`src/rtl/mem_stage_unit.sv`:
```
// -----------------------------------------------------------------------------
// mem_stage_unit
//
// Memory stage of the pipeline. Takes the EX/MEM buffer produced by the
// execution unit and drives a 16-bit word-addressed data memory. Ordinary
// loads/stores complete in one cycle. 32-bit stack transfers are broken into
// sequenced 16-bit accesses:
//   - CALL/INT push the PC (high word at A, low word at A-1). INT also pushes
//     the flags at A-2.
//   - RET/RTI pop the PC (low word, then high word). RTI first pops the flags.
// Stall holds the upstream stages and the EX/MEM buffer while a sequence is
// running. This module also owns the MEM/WB register and the PC/flags restore
// path.
//
// Ports
//   clk, reset          single clock; synchronous active-high reset
//   Data, Address       EX/MEM store data / PC, and address / stack pointer
//   WB_Address          destination register
//   MR, MW, WB          memory read, memory write, register writeback
//   Stack_PC            transfer is a 32-bit PC (CALL/INT/RET/RTI)
//   Stack_Flags         transfer also carries the flags (INT/RTI)
//   Final_Flags         NF|CF|ZF pushed on INT
//   mem_rdata           memory read data, combinational from mem_addr
//   mem_addr, mem_wdata memory word address and write data
//   mem_we, mem_re      write / read strobes
//   Stall               hold IF/ID/EX and the EX/MEM buffer this cycle
//   WB_Data, WB_Address_Out, WB_Out      registered writeback
//   PC_From_Memory, PC_Load              popped PC and its 1-cycle pulse
//   Flags_From_Memory, Flags_Load        popped flags and their 1-cycle pulse
// -----------------------------------------------------------------------------
module mem_stage_unit #(
    parameter int MEM_AW = 12,
    parameter int DW     = 16
) (
    input  logic              clk,
    input  logic              reset,
    input  logic [31:0]       Data,
    input  logic [31:0]       Address,
    input  logic [2:0]        WB_Address,
    input  logic              MR,
    input  logic              MW,
    input  logic              WB,
    input  logic              Stack_PC,
    input  logic              Stack_Flags,
    input  logic [2:0]        Final_Flags,
    input  logic [DW-1:0]     mem_rdata,
    output logic [MEM_AW-1:0] mem_addr,
    output logic [DW-1:0]     mem_wdata,
    output logic              mem_we,
    output logic              mem_re,
    output logic              Stall,
    output logic [31:0]       WB_Data,
    output logic [2:0]        WB_Address_Out,
    output logic              WB_Out,
    output logic [31:0]       PC_From_Memory,
    output logic              PC_Load,
    output logic [2:0]        Flags_From_Memory,
    output logic              Flags_Load
);

    typedef enum logic [2:0] {
        S_IDLE      = 3'd0,
        S_PUSH_LO   = 3'd1,
        S_PUSH_FL   = 3'd2,
        S_POP_PC_LO = 3'd3,
        S_POP_PC_HI = 3'd4
    } state_t;

    localparam logic [MEM_AW-1:0] ONE = MEM_AW'(1);
    localparam logic [MEM_AW-1:0] TWO = MEM_AW'(2);

    state_t              state_q, state_d;

    // Transfer context captured while IDLE; only consulted once a sequence
    // has left IDLE, so EX/MEM changes during Stall have no effect.
    logic [31:0]         data_q;
    logic [MEM_AW-1:0]   addr_q;
    logic [2:0]          ff_q;
    logic                sf_q;
    logic [DW-1:0]       lo_q, lo_d;

    logic [31:0]         wb_data_q, wb_data_d;
    logic [2:0]          wb_addr_q, wb_addr_d;
    logic                wb_out_q, wb_out_d;
    logic [31:0]         pc_q, pc_d;
    logic                pc_load_q, pc_load_d;
    logic [2:0]          fl_q, fl_d;
    logic                fl_load_q, fl_load_d;

    logic [MEM_AW-1:0]   live_a;
    logic                is_push;
    logic                is_pop;
    logic                wb_en;
    logic                unused_addr_hi;

    assign live_a         = Address[MEM_AW-1:0];
    assign unused_addr_hi = ^Address[31:MEM_AW];

    // MW has priority: MR together with MW is ignored.
    assign is_push = Stack_PC & MW;
    assign is_pop  = Stack_PC & MR & ~MW;
    // Stack transfers never write a register, whatever WB says.
    assign wb_en   = WB & ~Stack_PC;

    // -------------------------------------------------------------------------
    // Memory interface and Stall (combinational).
    // Reset forces the strobes low even in the middle of a sequence.
    // -------------------------------------------------------------------------
    always_comb begin
        mem_we    = 1'b0;
        mem_re    = 1'b0;
        mem_addr  = '0;
        mem_wdata = '0;
        Stall     = 1'b0;
        if (!reset) begin
            case (state_q)
                S_IDLE: begin
                    if (MW) begin
                        mem_we    = 1'b1;
                        mem_addr  = live_a;
                        // A PC push starts with the high word.
                        mem_wdata = Stack_PC ? Data[2*DW-1:DW] : Data[DW-1:0];
                        Stall     = Stack_PC;
                    end else if (MR) begin
                        mem_re   = 1'b1;
                        mem_addr = live_a;
                        Stall    = Stack_PC;
                    end
                end
                S_PUSH_LO: begin
                    mem_we    = 1'b1;
                    mem_addr  = addr_q - ONE;
                    mem_wdata = data_q[DW-1:0];
                    Stall     = sf_q;
                end
                S_PUSH_FL: begin
                    mem_we    = 1'b1;
                    mem_addr  = addr_q - TWO;
                    mem_wdata = {{(DW-3){1'b0}}, ff_q};
                end
                S_POP_PC_LO: begin
                    mem_re   = 1'b1;
                    mem_addr = addr_q + ONE;
                    Stall    = 1'b1;
                end
                S_POP_PC_HI: begin
                    mem_re   = 1'b1;
                    // The flags word (if any) sits below the PC on the stack.
                    mem_addr = addr_q + (sf_q ? TWO : ONE);
                end
                default: begin
                end
            endcase
        end
    end

    // -------------------------------------------------------------------------
    // Next state and next values of the registered outputs.
    // -------------------------------------------------------------------------
    always_comb begin
        state_d   = state_q;
        lo_d      = lo_q;
        wb_out_d  = 1'b0;
        wb_data_d = wb_data_q;
        wb_addr_d = wb_addr_q;
        pc_load_d = 1'b0;
        pc_d      = pc_q;
        fl_load_d = 1'b0;
        fl_d      = fl_q;
        case (state_q)
            S_IDLE: begin
                if (is_push) begin
                    state_d = S_PUSH_LO;
                end else if (is_pop) begin
                    if (Stack_Flags) begin
                        fl_d      = mem_rdata[2:0];
                        fl_load_d = 1'b1;
                        state_d   = S_POP_PC_LO;
                    end else begin
                        lo_d    = mem_rdata;
                        state_d = S_POP_PC_HI;
                    end
                end else if (wb_en) begin
                    wb_out_d  = 1'b1;
                    wb_addr_d = WB_Address;
                    wb_data_d = (MR & ~MW) ? {{(32-DW){1'b0}}, mem_rdata} : Data;
                end
            end
            S_PUSH_LO: begin
                state_d = sf_q ? S_PUSH_FL : S_IDLE;
            end
            S_PUSH_FL: begin
                state_d = S_IDLE;
            end
            S_POP_PC_LO: begin
                lo_d    = mem_rdata;
                state_d = S_POP_PC_HI;
            end
            S_POP_PC_HI: begin
                pc_d      = {mem_rdata, lo_q};
                pc_load_d = 1'b1;
                state_d   = S_IDLE;
            end
            default: begin
                state_d = S_IDLE;
            end
        endcase
    end

    // -------------------------------------------------------------------------
    // FSM state and registered outputs.
    // -------------------------------------------------------------------------
    always_ff @(posedge clk) begin
        if (reset) begin
            state_q   <= S_IDLE;
            sf_q      <= 1'b0;
            wb_out_q  <= 1'b0;
            wb_data_q <= '0;
            wb_addr_q <= '0;
            pc_load_q <= 1'b0;
            pc_q      <= '0;
            fl_load_q <= 1'b0;
            fl_q      <= '0;
        end else begin
            state_q   <= state_d;
            if (state_q == S_IDLE) begin
                sf_q <= Stack_Flags;
            end
            wb_out_q  <= wb_out_d;
            wb_data_q <= wb_data_d;
            wb_addr_q <= wb_addr_d;
            pc_load_q <= pc_load_d;
            pc_q      <= pc_d;
            fl_load_q <= fl_load_d;
            fl_q      <= fl_d;
        end
    end

    // -------------------------------------------------------------------------
    // Transfer context latches (data path, no reset needed).
    // -------------------------------------------------------------------------
    always_ff @(posedge clk) begin
        lo_q <= lo_d;
        if (state_q == S_IDLE) begin
            data_q <= Data;
            addr_q <= live_a;
            ff_q   <= Final_Flags;
        end
    end

    assign WB_Data           = wb_data_q;
    assign WB_Address_Out    = wb_addr_q;
    assign WB_Out            = wb_out_q;
    assign PC_From_Memory    = pc_q;
    assign PC_Load           = pc_load_q;
    assign Flags_From_Memory = fl_q;
    assign Flags_Load        = fl_load_q;

endmodule

```
`config.mk`:
```
export PLATFORM = sky130hd
export DESIGN_NAME = mem_stage_unit
export DESIGN_NICKNAME = d
export VERILOG_FILES = /design/src/rtl/mem_stage_unit.sv
export SDC_FILE = /design/constraint.sdc
export NUM_CORES = 1
export LEC_CHECK = 0
export ABC_CLOCK_PERIOD_IN_PS = 3700
export BUFFER_PORTS_ARGS = -buffer_cell sky130_fd_sc_hd__buf_4
export CAP_MARGIN = 40
export CORE_ASPECT_RATIO = 1.4
export CORE_MARGIN = 2
export CORE_UTILIZATION = 42
export DETAILED_ROUTE_END_ITERATION = 7
export PLACE_DENSITY = 0.78
export SETUP_SLACK_MARGIN = 0.5
export SLEW_MARGIN = 20
export SYNTH_ARGS = -nofsm -noshare
export SYNTH_HDL_FRONTEND = slang
export SYNTH_SLANG_ARGS = --single-unit
export TNS_END_PERCENT = 30
```
`constraint.sdc`:
```
create_clock -name clk -period 3.7 [get_ports clk]
set_input_delay 0.185 -clock clk [delete_from_list [all_inputs] [get_ports clk]]
set_output_delay 0.185 -clock clk [all_outputs]
set_load 0.05 [all_outputs]
```
# Yosys cells after proc, flatten, opt, wreduce, memory -nomap -nowiden

Cells that the tools add are included.

Memories: 0
Latch bits: 0
RAM bits: 0
Memory bits (read-only): 0
Register bits after elaboration: 124
Output and inout bits: 104

Magnitude comparators: 0
Divide/modulo/power cells: 0
Add/sub/neg operators: 4
Reductions and logical operators: 9
Multiplexer cells: 33
Multipliers: 0
Equal/unequal tests: 8
Shifts and indexed selects: 0
Bitwise operators: 10

Operators with widths:

| operator                                            | number |
|---|---|
| 2-to-1 mux 16 bit                                   | 6 |
| one-hot mux 12 bit (5 select lines)                 | 1 |
| one-hot mux 16 bit (3 select lines)                 | 1 |
| 2-to-1 mux 12 bit                                   | 3 |
| 2-to-1 mux 32 bit                                   | 1 |
| one-hot mux 16 bit (2 select lines)                 | 1 |
| adder 12 x 1 -> 12 bit, second input constant       | 1 |
| adder 12 x 2 -> 12 bit                              | 1 |
| AND reduction 4 bit                                 | 3 |
| subtractor 12 x 1 -> 12 bit, second input constant  | 1 |
| subtractor 12 x 2 -> 12 bit, second input constant  | 1 |
| 2-to-1 mux 1 bit                                    | 11 |
| 2-to-1 mux 3 bit                                    | 3 |
| one-hot mux 3 bit (3 select lines)                  | 1 |
| OR reduction 4 bit                                  | 2 |
| equality test 3 x 2 -> 1 bit, second input constant | 2 |
| inequality test 2 bit, second input constant        | 3 |
| bitwise AND 1 bit                                   | 5 |
| NOT 1 bit                                           | 5 |
| 2-to-1 mux 2 bit                                    | 2 |
| one-hot mux 1 bit (2 select lines)                  | 2 |
| OR reduction 2 bit                                  | 2 |
| equality test 3 x 1 -> 1 bit, second input constant | 1 |
| equality test 3 bit, second input constant          | 1 |
| other kinds (4)                                     | 4 |

# Logic depth before layout (Yosys ltp)

Gate-level depths: netlist of run 1.

Depth in word-level cells: 5
Mapped depth: 13

# Least setup slack after synthesis of run 1

Ideal clock, no wire load.

Path kind: reg2out
Start point: register state_q[1]
End point: output port mem_addr[10]
Data arrival time: 3685 ps
Cell stages (with the launch flop): 14
Path buffers: 2
Slack: -170 ps
Cells stage by stage: dfxtp_1 -> buf_6 -> or2_2 -> nor2_1 -> clkbuf_1 -> nand2_1 -> ha_1 -> inv_1 -> fa_1 -> nor2b_1 -> o31ai_1 -> a21oi_1 -> o31a_1 -> o31ai_1

Cells in the longest elaborated chain, start to end: 3
Elaborated cells between the ends (all ways): 7
Classes of those cells: 4 x eq/ne; 2 x mux; 1 x reduce/logical

RTL lines:

| what                                              | RTL line | RTL |
|---|---|---|
| from (decl)                                       | 72       | `state_t state_q, state_d;` |
| from (signal assigned)                            | 225      | `state_q <= state_d;` |
| equality test 3 bit, or another cell as far along | 116      | `case (state_q)` |
| one-hot mux 12 bit (5 select lines) (*)           | 116      |  |
| 2-to-1 mux 12 bit (*)                             | 115      | `if (!reset) begin` |
| to (decl)                                         | 47       | `output logic [MEM_AW-1:0] mem_addr,` |

Mark *: on every way between the ends. The rest lies on a longest branch, timed or not.

# Worst setup path after layout of run 1

Start point: register state_q[0]
End point: output port mem_addr[8]

Same word-level chain as after synthesis.

==> impl_metrics.tcl, run 1 <==
set metrics [dict create \
    outcome "complete, no violations" \
    initial_utilization_pct 43.2 \
    grt_max_degree 71 \
    synthCells 581 \
    synthArstFlopShare_pct 0 \
    synth_area_leaders "dfxtp_1, edfxtp_1, nand2_1" \
    crit_arrival_ns 3.03 \
    final_antenna_net_count 0 \
    row_count 49 \
    cts_buffers 17 \
    hpwl_um 12500 \
    path_class "reg -> out" \
    synth_nets 687 \
    drt-total-wl_um 19100 \
    die_h_um 140 \
    seqCellArea_sq_um 2960 \
    power_per_cell_area_nw_per_um2 471 \
    critPathLaunchType "register" \
    yosysSeqAreaShare_pct 52.9 \
    crit_chain "or3b_4 > o21ai_4 > inv_4 > buf_4 > ha_4 > nor2b_4 > o31ai_4 > a21oi_2 > or3_1 > a31o_1 > buf_6" \
    p_leak_nw 3.59 \
    wl_per_cell_um 18.7 \
    finalInstanceArea_sq_um 8710 \
    viasPerCell 5.50 \
    hold_depth 3 \
    ys_warn_count 0 \
    cp_max_fo 8 \
    timing.reg2reg.setup_slack_ns 1.45 \
    synth.top_cells.by_count "nand2_1, dfxtp_1, nor2_1" \
    crit_required_ns 3.51 \
    slowest_stage "or3b_4" \
    tns_ns 0 \
    top_layer_used "met4" \
    crit_path_end_kind "output pin" \
    place.gp.congestion 0.903 \
    grt_pass1_wl_um 29600 \
    setup_viol 0 \
    core_sq_um 12900 \
    relSlewSlack_pct 49.9 \
    layout.nets 937 \
    drt_iter0_drc 303 \
    finalCritPeriodShare_pct 86.8 \
    ios 197 \
    rsz0062_at_grt "true" \
    worst_hold_slack_ns 0.0141 \
    die_area_sq_um 14200 \
    grt_remaining_overflow 0 \
    cts_buffer_depth 2 \
    worstReg2RegStart "state_q[2]" \
    drc_errors 0 \
    yosysMostFrequentCell "nand2_1" \
    r2r_cells 7 \
    worstMarginPinSlew_ns 0.751 \
    synth_cell_types 53 \
    tritoncts "built" \
    place_area_sq_um 7100 \
    utilization_pct 67.3 \
    synth_edf_count 47 \
    synth_flop_cell "dfxtp_1" \
    synth_top_area_share_pct 27.6 \
    n_antenna_cell 0 \
    synth_area_sq_um 5580 \
    layout-drive-gt1-share_pct 34.7 \
    root_buffer "clkbuf_16" \
    finClkSkew_ns 0.00598 \
    wl_met3_um 1160 \
    vias 5616 \
    grt_usage_pct 26.8 \
    placed_cells 911 \
    clock.fmax_mhz 311 \
    met2WireLength_um 10200 \
    die_x_um 101 \
    multiInputGateArea_sq_um 2680 \
    hold_start "WB_Address[0]" \
    crit_path_max_incr_delay_ns 0.44 \
    min_period_ns 3.21 \
    syn_to_final_growth_pct 55.9 \
    min_to "WB_Address_Out[0]" \
    fillerInstances 972 \
    worstHoldPathType "in -> reg" \
    clkSinkCount 124 \
    stdcell_count 1022 \
    antenna_found_initial 0 \
    met1Wirelength_um 6910 \
    slew_violations 0 \
    synth_seq_cells 124 \
    drt_first_pass_iters 5 \
    grt_pass1_vias 5691 \
    synth_top_cell_by_area "dfxtp_1" \
    max-cap-violations 0 \
    clk_pin_slew_ns 0.06 \
    clkLatencyLatePin_ns 0.41 \
    htree_levels 4 \
    io_buffers 176 \
    r2r-end "WB_Data[3]" \
    ir_worst_vdd_mv 0.348 \
    hold_viol 0 \
    syn_avg_cell_area_sq_um 9.61 \
]
-- cells by family (layout without fill, tap and decap cells) --
logic type / Yosys count / count (layout) / synth area share (%)
and+or+nand+nor: 224 / 224 / 17.6
DFF: 124 / 124 / 52.9
AOI/OAI and AO/OA: 147 / 147 / 17.9
xor gates and xnor gates: 9 / 9 / 1.41
adders and majority gates: 13 / 13 / 3.05
muxes: 19 / 19 / 3.76
buffers and inverters: 45 / 308 / 3.41
-- critical path: cells and delay by family, from the launching register on --
kind	cells	cell delay, ns
flops	1	0.36
fa+ha+maj	1	0.24
compound gates	4	0.69
buf+inv	3	0.38
simple gates	3	0.93
-- timing repair --
| action | 4_1_cts | 5_1_grt |
|---|---|---|
| endpoints found under the hold margin | 61 | 0 |
| endpoints found under the setup margin | 9 | 8 |
| hold buffers | 61 | 0 |
| pin swaps | 6 | 17 |
| resized for setup | 31 | 20 |
| buffers inserted | 7 | 10 |
| gates cloned | 1 | 0 |
-- sequential cells by signal, indices dropped and copies added (netlist names) --
signal	flops
Flags_From_Memory	3
Flags_Load	1
PC_From_Memory	32
PC_Load	1
WB_Address_Out	3
WB_Data	32
WB_Out	1
addr_q	12
data_q	16
ff_q	3
lo_q	16
sf_q	1
state_q	3
-- area by class of cell --
cell class | count | share of cell area, %
Clock inverter | 15 | 2.01
Multi-Input combinational cell | 412 | 30.8
Timing Repair Buffer | 268 | 25.4
Tap cell | 178 | 2.56
Inverter | 8 | 0.374
Clock buffer | 17 | 4.89
Sequential cell | 124 | 34.0
-- layer usage --
metal / GRT usage, % / vias up
li1: - / 2609
met1: 29.0 / 2686
met2: 47.6 / 258
met3: 5.89 / 63
met4: 14.6 / 0
met5: 0 / -
-- metrics by stage --
stage          setup WS [ns]  power (mW)
2_1_floorplan          0.322        2.02
3_3_place_gp           0.395        2.27
3_5_place_dp           0.299        2.29
4_1_cts                0.452        4.05
5_1_grt                0.417        4.23
6_report               0.488        4.10
-- where the power goes --
| group | internal [mW] | leakage [nW] | switching, mW |
|---|---|---|---|
| registers | 1.49 | 1.09 | 0.0504 |
| clock network | 1.02 | 0.297 | 0.686 |
| logic | 0.341 | 2.21 | 0.512 |
| total | 2.85 | 3.59 | 1.25 |
-- worst max path at each step --
stage               start  slack (ns)           end
6_report       state_q[0]        0.49   mem_addr[8]
5_1_grt        state_q[0]        0.42  mem_addr[11]
4_1_cts        state_q[1]        0.45   mem_addr[8]
3_5_place_dp   state_q[0]        0.30  mem_addr[11]
3_3_place_gp   state_q[0]        0.40  mem_addr[11]
2_1_floorplan  state_q[1]        0.32   mem_addr[6]
-- cell usage in the layout, fill, tap and decap left out, drive strengths merged, types with 3 or more instances in the layout --
cell         Yosys  layout
or4              3       3
buf              9     206
mux2            16      16
nor3             9       9
a21o             4       4
nand2          116     116
o21ai           10      10
xnor2            3       3
a22oi           18      18
o211ai           6       6
clkinv           0       5
mux2i            3       3
or3b             3       3
dfxtp           77      77
ha              12      12
clkbuf          28      17
edfxtp          47      47
nor2b            3       3
dlygate4sd3      0      61
nor4             3       3
nor2            62      62
a22o            16      16
and2             3       3
inv              8      16
a21oi           57      57
a311oi          16      16
xor2             6       6
a222oi           5       5
nand2b           4       4
Power figures use the tool's default switching activity.
==> run 2: changes to the inputs <==
--- a/config.mk
+++ b/config.mk
@@ -11,8 +11,11 @@
 export CORE_ASPECT_RATIO = 1.4
 export CORE_MARGIN = 2
 export CORE_UTILIZATION = 42
+export CTS_BUF_LIST = sky130_fd_sc_hd__clkbuf_4 sky130_fd_sc_hd__clkbuf_8
+export CTS_CLUSTER_DIAMETER = 30
 export DETAILED_ROUTE_END_ITERATION = 7
 export PLACE_DENSITY = 0.78
+export RECOVER_POWER = 25
 export SETUP_SLACK_MARGIN = 0.5
 export SLEW_MARGIN = 20
 export SYNTH_ARGS = -nofsm -noshare
==> run 2 against run 1 <==
Compared with the run above: worst setup slack got worse by 0.13 ns; routed wire length fell by 0.61%; non-clock buffer count rose by 6; clock-buffer cell count did not move; cell count rose by 0.59%; hold slack improved by 0.038 ns; die area did not move; critical endpoint is now mem_addr[9]; register-to-register slack got worse by 0.11 ns; critical path type unchanged; clock power fell by 27%.
==> impl_metrics.tcl, run 2 (synthesis results as in run 1) <==
set metrics [dict create \
    outcome "complete, no violations" \
    syn_to_final_growth_pct 48.1 \
    layout-drive-gt1-share_pct 26.6 \
    max-cap-violations 0 \
    final_antenna_net_count 0 \
    grt_max_degree 71 \
    die_h_um 140 \
    clkLatencyLatePin_ns 0.44 \
    drt_first_pass_iters 5 \
    stdcell_count 1028 \
    io_buffers 176 \
    p_leak_nw 3.31 \
    grt_usage_pct 27.1 \
    combinationalPowerShare_pct 22.6 \
    relSlewSlack_pct 50.3 \
    min_period_ns 3.34 \
    vias 5611 \
    critPathLaunchType "register" \
    crit_path_end_kind "output pin" \
    tritoncts "built" \
    seqPwrFrac_pct 42.9 \
    crit_arrival_ns 3.15 \
    cts_buffers 17 \
    drc_errors 0 \
    crit_required_ns 3.51 \
    setup_slack_ns 0.361 \
    worstMarginPinSlew_ns 0.746 \
    placed_cells 911 \
    path_class "reg -> out" \
    die_x_um 101 \
    layout.nets 943 \
    grt_remaining_overflow 0 \
    worst-path-buf-inv 3 \
    viasPerCell 5.46 \
    p_clk_share_pct 34.6 \
    htree_levels 4 \
    tns_ns 0 \
    crit_path_max_incr_delay_ns 0.43 \
    pre_cts_slack_ns 0.299 \
    rsz0062_at_grt "true" \
    hpwl_um 12500 \
    power_per_cell_area_nw_per_um2 433 \
    internal-power_mw 2.42 \
    final_common_cell "buf_4" \
    ir_worst_vdd_mv 0.323 \
    utilization_pct 63.9 \
    cp_top_family "simple AND/OR/NAND/NOR gates" \
    grt_pass1_vias 5831 \
    core_sq_um 12900 \
    cp_max_fo 5 \
    worstHoldPathType "in -> reg" \
    crit_chain "or3b_4 > o21ai_4 > inv_4 > buf_6 > ha_4 > and2_4 > a221oi_4 > a211oi_2 > or4_1 > o211ai_1 > buf_4" \
    finalCritPeriodShare_pct 90.2 \
    n_antenna_cell 0 \
    finClkSkew_ns 0.00862 \
    hold_viol 0 \
    die_area_sq_um 14200 \
    clk_pin_slew_ns 0.08 \
    swShare_pct 32.6 \
    slowest_stage "or3b_4" \
    finalPower_mw 3.58 \
    root_buffer "clkbuf_8" \
    slew_violations 0 \
    grt_pass1_wl_um 29700 \
    setup_viol 0 \
    clock.fmax_mhz 300 \
    ios 197 \
    antenna_found_initial 0 \
    cts_buffer_depth 2 \
    initial_utilization_pct 43.2 \
    drt-total-wl_um 19000 \
    row_count 49 \
    place.gp.congestion 0.903 \
    final_cell_mix "buf_4, nand2_1, dfxtp_1" \
    clkSinkCount 124 \
    p_sw_mw 1.17 \
    wl_per_cell_um 18.5 \
    drt_iter0_drc 369 \
]
[run 2: cell count changes in the layout (fill, tap and decap cells not counted), moves of 6 or more]
| cell | change |
|---|---|
| clkbuf_1 | +55 |
| clkbuf_16 | -17 |
| clkbuf_8 | +17 |
| ha_1 | +6 |
| clkbuf_4 | +12 |
| buf_4 | -67 |
[run 2: routing by layer]
layer / global-route usage, % / vias to the layer above / routed length [um]
met5: 0 / - / 0
li1: - / 2617 / -
met4: 14.9 / 0 / 773
met1: 28.4 / 2688 / 6850
met3: 6.54 / 55 / 1250
met2: 48.5 / 251 / 10100
[run 2: stage by stage]
stage | instance area [sq um] | hold WS [ns]
6_report | 8270 | 0.0523
5_1_grt | 8270 | 0.0292
4_1_cts | 8470 | 0.0222
3_5_place_dp | 7100 | 0.366
3_3_place_gp | 7090 | 0.365
2_1_floorplan | 5610 | 0.284
[run 2: worst register-to-register path: stages, from the launching register on]
cell,delay (ns)
dfxtp_4,0.35
buf_4,0.14
buf_4,0.16
nor3_4,0.18
buf_4,0.47
and3b_1,0.28
buf_4,0.33
nor2_1,0.08
a311oi_1,0.27
[run 2: layout make-up]
type,count,area (sq um)
clock inverter,15,175
sequential,124,2960
inverter,8,32.5
clock buffer,17,234
timing repair buffer,274,2060
tap,178,223
multi-input combinational,412,2580
fill,1056,4670
[run 2: what timing repair did]
action                     4_1_cts  5_1_grt
pin swaps                        9        3
buffers inserted                17        1
resized for setup               33        1
hold buffers                    66        0
gates cloned                     1        0
hold endpoints to repair        75        0
setup endpoints to repair        9        9
[run 2: final timing paths]
kind / from / endpoint / slack (ns) / cells after the start
setup / recovery: state_q[1] / mem_addr[9] / 0.36 / 11
hold reg to reg: PC_From_Memory[31] / PC_From_Memory[31] / 0.46 / 2
hold / removal: Stack_Flags / state_q[0] / 0.05 / 3
setup reg to reg: state_q[2] / WB_Data[8] / 1.34 / 8
[run 2: power groups by stage]
stage / logic (mW) / clock network (mW) / registers (mW)
final: 0.809 / 1.24 / 1.54
after global routing: 0.859 / 1.31 / 1.54
after CTS: 0.820 / 1.25 / 1.54
after detailed placement: 0.717 / 0 / 1.57
after global placement: 0.704 / 0 / 1.56
after floorplan: 0.370 / 0 / 1.65
==> run 3: changes to the inputs <==
--- a/config.mk
+++ b/config.mk
@@ -5,7 +5,7 @@
 export SDC_FILE = /design/constraint.sdc
 export NUM_CORES = 1
 export LEC_CHECK = 0
-export ABC_CLOCK_PERIOD_IN_PS = 3700
+export ABC_CLOCK_PERIOD_IN_PS = 2990
 export BUFFER_PORTS_ARGS = -buffer_cell sky130_fd_sc_hd__buf_4
 export CAP_MARGIN = 40
 export CORE_ASPECT_RATIO = 1.4
@@ -14,10 +14,10 @@
 export CTS_BUF_LIST = sky130_fd_sc_hd__clkbuf_4 sky130_fd_sc_hd__clkbuf_8
 export CTS_CLUSTER_DIAMETER = 30
 export DETAILED_ROUTE_END_ITERATION = 7
-export PLACE_DENSITY = 0.78
+export PLACE_DENSITY = 0.81
 export RECOVER_POWER = 25
 export SETUP_SLACK_MARGIN = 0.5
-export SLEW_MARGIN = 20
+export SLEW_MARGIN = 15
 export SYNTH_ARGS = -nofsm -noshare
 export SYNTH_HDL_FRONTEND = slang
 export SYNTH_SLANG_ARGS = --single-unit
==> constraint.sdc (replaced) <==
create_clock -name clk -period 2.99 [get_ports clk]
set_input_delay 0.1495 -clock clk [delete_from_list [all_inputs] [get_ports clk]]
set_output_delay 0.1495 -clock clk [all_outputs]
set_load 0.05 [all_outputs]
==> run 3 against run 2 <==
Compared with the run above: the run now ends with negative setup slack left; cell count shrank 0.29%; combinational power grew 33%; sequential power grew 23%; routed wire length shrank 1.5%.
==> impl_metrics.tcl, run 3 (synthesis results as in run 1) <==
set metrics [dict create \
    outcome "finished with violations" \
    violations "negative setup slack" \
    clk_pin_slew_ns 0.08 \
    crit_path_end_kind "output pin" \
    setup_slack_ns -0.196 \
    worst_hold_slack_ns 0.0322 \
    clkSinkCount 124 \
    crit_chain "or3b_4 > o21ai_4 > inv_4 > ha_4 > and2_4 > a221oi_4 > a211oi_2 > or4_1 > o211ai_1 > buf_4" \
    die_h_um 140 \
    ir_worst_vdd_mv 0.357 \
    drt_iter0_drc 291 \
    p_clk_share_pct 32.8 \
    hold_viol 0 \
    setup_viol 9 \
    seqCellArea_sq_um 2960 \
    io_buffers 176 \
    final_antenna_net_count 0 \
    hpwl_um 12600 \
    grt_remaining_overflow 0 \
    max-cap-violations 0 \
    crit_arrival_ns 3.04 \
    viasPerCell 5.45 \
    seqPwrFrac_pct 42.9 \
    n_antenna_cell 0 \
    power_per_cell_area_nw_per_um2 523 \
    rsz0062_at_grt "true" \
    die_x_um 101 \
    swShare_pct 34.8 \
    row_count 49 \
    root_buffer "clkbuf_8" \
    combinationalPowerShare_pct 24.3 \
    clock.fmax_mhz 314 \
    crit_path_max_incr_delay_ns 0.48 \
    min_period_ns 3.19 \
    worstHoldPathType "in -> reg" \
    final_cell_mix "buf_4, nand2_1, dfxtp_1" \
    initial_utilization_pct 43.2 \
    relSlewSlack_pct 49.2 \
    layout-drive-gt1-share_pct 29.8 \
    tritoncts "built" \
    place.gp.congestion 0.908 \
    finalCritPeriodShare_pct 107 \
    grt_max_degree 71 \
    grt_pass1_vias 5691 \
    grt_pass1_wl_um 28800 \
    cp_top_family "simple AND/OR/NAND/NOR gates" \
    drt-total-wl_um 18700 \
    drc_errors 0 \
    clkLatencyLatePin_ns 0.44 \
    critPathLaunchType "register" \
    stdcell_count 1025 \
    p_leak_nw 3.33 \
    ios 197 \
    drt_first_pass_iters 8 \
    path_class "reg -> out" \
    slowest_stage "or4_1" \
    core_sq_um 12900 \
    finClkSkew_ns 0.0131 \
    worst-path-buf-inv 2 \
    htree_levels 4 \
    vias 5588 \
    fillerInstances 1060 \
    syn_to_final_growth_pct 52.0 \
    slew_violations 0 \
    placed_cells 915 \
    multiInputGateArea_sq_um 2780 \
    grt_usage_pct 26.1 \
    internal-power_mw 2.90 \
    die_area_sq_um 14200 \
    crit_required_ns 2.84 \
    worstMarginPinSlew_ns 0.762 \
    cts_buffer_depth 2 \
    p_sw_mw 1.54 \
    layout.nets 940 \
    cts_buffers 17 \
    antenna_found_initial 0 \
    wl_per_cell_um 18.3 \
    cp_max_fo 7 \
    final_common_cell "buf_4" \
]
-- run 3: metal layers --
layer  GRT usage [%]  wire (um)  vias to the layer above
met2            47.4      10200                      239
met5               0          0                        -
met4            13.7        843                        0
met1            26.9       6540                     2671
met3            6.64       1150                       64
li1                -          -                     2614
-- run 3: cell type report --
class / count / share of cell area (%)
Multi-Input combinational cell: 412 / 32.8
Clock inverter: 15 / 1.90
Timing Repair Buffer: 271 / 24.7
Inverter: 8 / 0.383
Tap cell: 178 / 2.62
Sequential cell: 124 / 34.8
Clock buffer: 17 / 2.76
-- run 3: tightest hold or removal path, stage by stage --
cell and delay [ns]:
buf_4 0.14, nor2_1 0.09, nor3_1 0.05
-- run 3: through the flow --
stage,cell area (sq um),worst slack [ns],total power [mW],TNS (ns),util [%]
floorplan,5880,0.101,2.56,0,-
global placement,7350,0.117,2.86,0,56.8
detailed placement,7360,0.0587,2.89,0,56.9
CTS,8600,-0.207,4.45,-0.568,66.4
global route,8490,-0.267,4.61,-1.63,65.6
finish,8490,-0.196,4.44,-0.823,65.6
-- run 3: path summary, 6_finish.rpt --
check	cells after the start	end	slack, ns	startpoint
setup / recovery	10	mem_addr[11]	-0.20	state_q[1]
hold / removal	3	state_q[0]	0.03	MW
setup reg to reg	8	WB_Data[11]	0.91	state_q[1]
hold reg to reg	2	PC_From_Memory[31]	0.46	PC_From_Memory[31]
-- run 3: what timing repair did --
item | in CTS | in global routing
pin swaps | 11 | 20
endpoints found under the hold margin | 99 | 0
endpoints found under the setup margin | 15 | 29
hold buffers | 67 | 0
buffers inserted | 8 | 3
gates resized for setup | 27 | 20
-- run 3: power by group through the flow --
stage               Sequential, mW  Combinational (mW)  Clock (mW)
finish                        1.90                1.08        1.46
floorplan                     2.05               0.512           0
global route                  1.91                1.14        1.55
global placement              1.93               0.928           0
CTS                           1.90                1.07        1.48
detailed placement            1.94               0.948           0
